**src/rtl/cpu_boot_loader.sv**
```systemverilog
// Byte-stream boot loader: parses A5-framed records into imem/dmem
// writes, verifies checksums and releases the downstream cpu on RUN.
//
// Ports:
//   clk, rst              clock, synchronous active-high reset
//   in_valid/in_data      upstream byte stream
//   in_ready              loader accepts a byte this cycle
//   mem_we/mem_sel        write strobe, target (0 imem, 1 dmem)
//   mem_addr/mem_wdata    write address and data
//   cpu_rst               reset held on the downstream cpu
//   done                  RUN frame accepted, cpu released
//   err                   sticky frame error
module cpu_boot_loader (
  input  logic       clk,
  input  logic       rst,
  input  logic       in_valid,
  input  logic [7:0] in_data,
  output logic       in_ready,
  output logic       mem_we,
  output logic       mem_sel,
  output logic [7:0] mem_addr,
  output logic [7:0] mem_wdata,
  output logic       cpu_rst,
  output logic       done,
  output logic       err
);

  typedef enum logic [2:0] {
    IDLE,
    TYPE,
    ADDR,
    LEN,
    DATA,
    CSUM,
    RUN
  } state_t;

  state_t     state;
  state_t     state_n;

  logic       sel;
  logic       sel_n;
  logic [7:0] ptr;
  logic [7:0] ptr_n;
  logic [7:0] cnt;
  logic [7:0] cnt_n;
  logic [7:0] csum;
  logic [7:0] csum_n;
  logic       err_n;
  logic       we_n;
  logic       msel_n;
  logic [7:0] maddr_n;
  logic [7:0] mwd_n;
  logic       acc;

  assign acc = in_valid & in_ready;

  always_comb begin
    state_n = state;
    sel_n   = sel;
    ptr_n   = ptr;
    cnt_n   = cnt;
    csum_n  = csum;
    err_n   = err;
    we_n    = 1'b0;
    msel_n  = mem_sel;
    maddr_n = mem_addr;
    mwd_n   = mem_wdata;
    if (acc) begin
      unique case (state)
        IDLE: begin
          if (in_data == 8'hA5) state_n = TYPE;
        end
        TYPE: begin
          unique case (in_data)
            8'h00: begin
              sel_n   = 1'b0;
              state_n = ADDR;
            end
            8'h01: begin
              sel_n   = 1'b1;
              state_n = ADDR;
            end
            8'h02: begin
              state_n = err ? IDLE : RUN;
            end
            default: begin
              err_n   = 1'b1;
              state_n = IDLE;
            end
          endcase
        end
        ADDR: begin
          ptr_n   = in_data;
          state_n = LEN;
        end
        LEN: begin
          cnt_n   = in_data;
          csum_n  = 8'h00;
          state_n = (in_data == 8'h00) ? CSUM : DATA;
        end
        DATA: begin
          we_n    = 1'b1;
          msel_n  = sel;
          maddr_n = ptr;
          mwd_n   = in_data;
          ptr_n   = ptr + 8'd1;
          csum_n  = csum + in_data;
          cnt_n   = cnt - 8'd1;
          if (cnt == 8'd1) state_n = CSUM;
        end
        CSUM: begin
          if (in_data != csum) err_n = 1'b1;
          state_n = IDLE;
        end
        RUN: begin
          state_n = RUN;
        end
        default: begin
          state_n = IDLE;
        end
      endcase
    end
  end

  // Handshake and cpu control are registered from the next state so
  // they change on the same edge that accepts the RUN type byte.
  always_ff @(posedge clk) begin
    if (rst) begin
      state     <= IDLE;
      sel       <= 1'b0;
      ptr       <= 8'h00;
      cnt       <= 8'h00;
      csum      <= 8'h00;
      err       <= 1'b0;
      mem_we    <= 1'b0;
      mem_sel   <= 1'b0;
      mem_addr  <= 8'h00;
      mem_wdata <= 8'h00;
      in_ready  <= 1'b0;
      cpu_rst   <= 1'b1;
      done      <= 1'b0;
    end else begin
      state     <= state_n;
      sel       <= sel_n;
      ptr       <= ptr_n;
      cnt       <= cnt_n;
      csum      <= csum_n;
      err       <= err_n;
      mem_we    <= we_n;
      mem_sel   <= msel_n;
      mem_addr  <= maddr_n;
      mem_wdata <= mwd_n;
      in_ready  <= (state_n != RUN);
      cpu_rst   <= (state_n != RUN);
      done      <= (state_n == RUN);
    end
  end

endmodule

```
**config.mk**
```make
export PLATFORM = sky130hd
export DESIGN_NAME = cpu_boot_loader
export DESIGN_NICKNAME = d
export VERILOG_FILES = /design/src/rtl/cpu_boot_loader.sv
export SDC_FILE = /design/constraint.sdc
export NUM_CORES = 1
export LEC_CHECK = 0
export BUFFER_PORTS_ARGS = -buffer_cell sky130_fd_sc_hd__buf_2
export CAP_MARGIN = 15
export CORE_MARGIN = 3
export CORE_UTILIZATION = 40
export CTS_BUF_LIST = sky130_fd_sc_hd__clkbuf_4
export DETAILED_ROUTE_END_ITERATION = 12
export PLACE_DENSITY = 0.67
export SYNTH_ARGS = -nofsm -noshare
export SYNTH_HDL_FRONTEND = slang
export SYNTH_SLANG_ARGS = --single-unit
```
**constraint.sdc**
```tcl
create_clock -name clk -period 3.09 [get_ports clk]
set_clock_uncertainty 0.1 [all_clocks]
set_input_delay 0.309 -clock clk [delete_from_list [all_inputs] [get_ports clk]]
set_output_delay 0.309 -clock clk [all_outputs]
set_load 0.05 [all_outputs]
```
==> flow_metrics.tcl <==
set metrics [dict create \
    status "completed" \
    crit_required_ns 3.25 \
    synth_area_leaders "dfxtp_1, a21oi_1, nand2_1" \
    wire_per_inst_um 15.3 \
    synth_edf_count 0 \
    wl_mm 6.42 \
    synth_cell_types 58 \
    grt_pass1_vias 2283 \
    drc 0 \
    cp-start-kind "flop" \
    p_leak_nw 1.09 \
    tns_ns 0 \
    h-tree-depth 2 \
    grt_start_max_net_pins 47 \
    synth_top_flop_cell "dfxtp_1" \
    final_nets 367 \
    dr.pass1.iters 4 \
    drv_cap 0 \
    finish.utilization_pct 46.5 \
    numCtsBuffers 5 \
    insertedDiodeCount 0 \
    die_area_mm2 0.00762 \
    via_per_inst 5.84 \
    hold_path.class "in -> reg" \
    io_buffers 32 \
    slowest_delay_ns 0.84 \
    routabilityCongestion 0.842 \
    path_clk_slew_ns 0.17 \
    yosysSeqAreaShare_pct 37.9 \
    rows 28 \
    antenna_found_initial 0 \
    rrSetupSlack_ns 0.65 \
    ys_ff_latch 50 \
    synthTopCellsByCount "dfxtp_1, nand2_1, a21oi_1, nor2_1, o21ai_0" \
    grt_usage_pct 17.8 \
    num_vias 2457 \
    grt_pass1_wl_mm 10.9 \
    tightest_slew_ns 0.984 \
    worstPathArrival_ns 2.60 \
    setup-violations-final 0 \
    avgSynthCellArea_um2 8.13 \
    power_density_mw_per_mm2 387 \
    synth_top_area_share_pct 37.9 \
    hold_buffers 0 \
    slowest_stage "or3b_1" \
    postRouteAntennaNets 0 \
    hold_viol 0 \
    period_minus_slack_ns 2.44 \
    synth_most_common_cell "dfxtp_1" \
    cts.sinks 50 \
    path_class "reg -> reg" \
    min_period_over_period_pct 79.0 \
    rsz0062_at_grt "no" \
    die_y_um 87.3 \
    max_freq_mhz 410 \
    hpwl_mm 4.42 \
    hold-path-cell-count 3 \
    drt-initial-drc-count 121 \
    slew_viol_final 0 \
    post_cts_buffers 0 \
    cp_cell_sequence "or3b_1 > a21o_1 > a2bb2oi_1 > nor2_1" \
    ctsRootBufferMaster "clkbuf_4" \
    synthArstFlopShare_pct 0 \
    synth_nets 347 \
    cts_tree "done" \
    max_slew_margin_pct 34.4 \
    top_level_ports 33 \
    worstPathMaxFanout 28 \
    drive_gt1_share_pct 14.7 \
    setup.worst_path.end_class "flop" \
    core_mm2 0.00617 \
    synth_cells 325 \
    die_width_um 87.3 \
    netlist_area_mm2 0.00264 \
    area_delta_synth_final_pct 8.52 \
    synth_top_cell_by_area "dfxtp_1" \
    start_util_pct 42.9 \
    yosys_warnings 0 \
    grt_overflow_total 0 \
    ir_drop_mv 0.202 \
    reg2reg_depth 4 \
    clockBufferDepth 2 \
    cts_resized 0 \
    clock_latency_ns 0.39 \
]
cell type report:
cell class,instances,area (µm²)
clock buffer,5,37.5
clock inverter,3,42.5
sequential,50,1000
tap,75,93.8
fill,640,3300
inverter,7,26.3
multi-input combinational,248,1500
timing repair buffer,33,168
metal layers:
| metal | part of all wire (%) | global-route usage (%) | up-vias |
|---|---|---|---|
| li1 | - | - | 1207 |
| met1 | 45 | 23.5 | 1167 |
| met2 | 46 | 28.4 | 72 |
| met3 | 6.7 | 4.07 | 11 |
| met4 | 1.9 | 6.56 | 0 |
| met5 | 0 | 0 | - |
layout by cell type, fill, tap and decap left out, types with 2 or more instances in the layout:
cell type and instances:
o211ai_1 3, buf_2 32, and2_1 4, nand2_1 49
nor3_1 6, nor3_2 3, nor4b_1 2, clkbuf_4 5
a22oi_1 8, a311oi_1 2, and4b_1 2, o31ai_1 2
dfxtp_1 50, a21oi_1 38, and3_1 4, nand4_1 2
or3_1 2, inv_1 7, a211oi_1 3, xor2_1 3
nand3b_1 3, o21ai_0 18, xnor2_1 3, a31oi_1 5
ha_1 10, nor4_1 3, a21o_1 4, nand3_1 13
nor2_1 29, a2bb2oi_1 2
flip-flops by register name, summed over array words and instances, names as in the netlist:
name	flops
ptr	8
sel	1
mem_wdata	8
done	1
csum	8
mem_sel	1
err	1
in_ready	1
state	3
cpu_rst	1
cnt	8
mem_addr	8
mem_we	1
power breakdown:
| part | leakage [nW] | internal, W | switching (W) |
|---|---|---|---|
| Sequential | 0.403 | 0.000646 | 0.00000135 |
| Clock | 0.0432 | 0.000171 | 0.000228 |
| Combinational | 0.641 | 0.0000182 | 0.0000453 |
per-stage QoR:
stage	setup slack (ns)	cells	cell area, µm²	power [W]	hold WS [ns]
6_report	0.649	421	2870	0.00111	0.108
5_1_grt	0.437	421	2870	0.00115	0.103
4_1_cts	0.676	421	2870	0.00112	0.0943
3_5_place_dp	0.698	413	2790	0.000724	0.344
3_3_place_gp	0.777	413	2790	0.000724	0.342
2_1_floorplan	1.03	325	2640	0.000699	0.332
cell families after synthesis:
logic type,after synthesis,share of synthesized area [%]
and+or+nand+nor,134,26.2
adders and majority gates,11,5.49
AOI/OAI and AO/OA,96,22.6
muxes,1,0.379
xor gates and xnor gates,6,1.99
DFF,50,37.9
buffers and inverters,27,5.40
worst max-delay path, delay by kind of cell, from the launching register on:
kind            cells  cell delay [ns]
compound gates      2             0.69
flops               1             0.62
simple gates        2             0.89
final timing paths:
check	start	to
max	state[0]	cnt[2]
min	in_data[2]	mem_wdata[2]
max reg2reg	state[0]	cnt[2]
min reg2reg	mem_addr[1]	mem_addr[1]
Note: power is estimated with default switching activity, not from simulation.
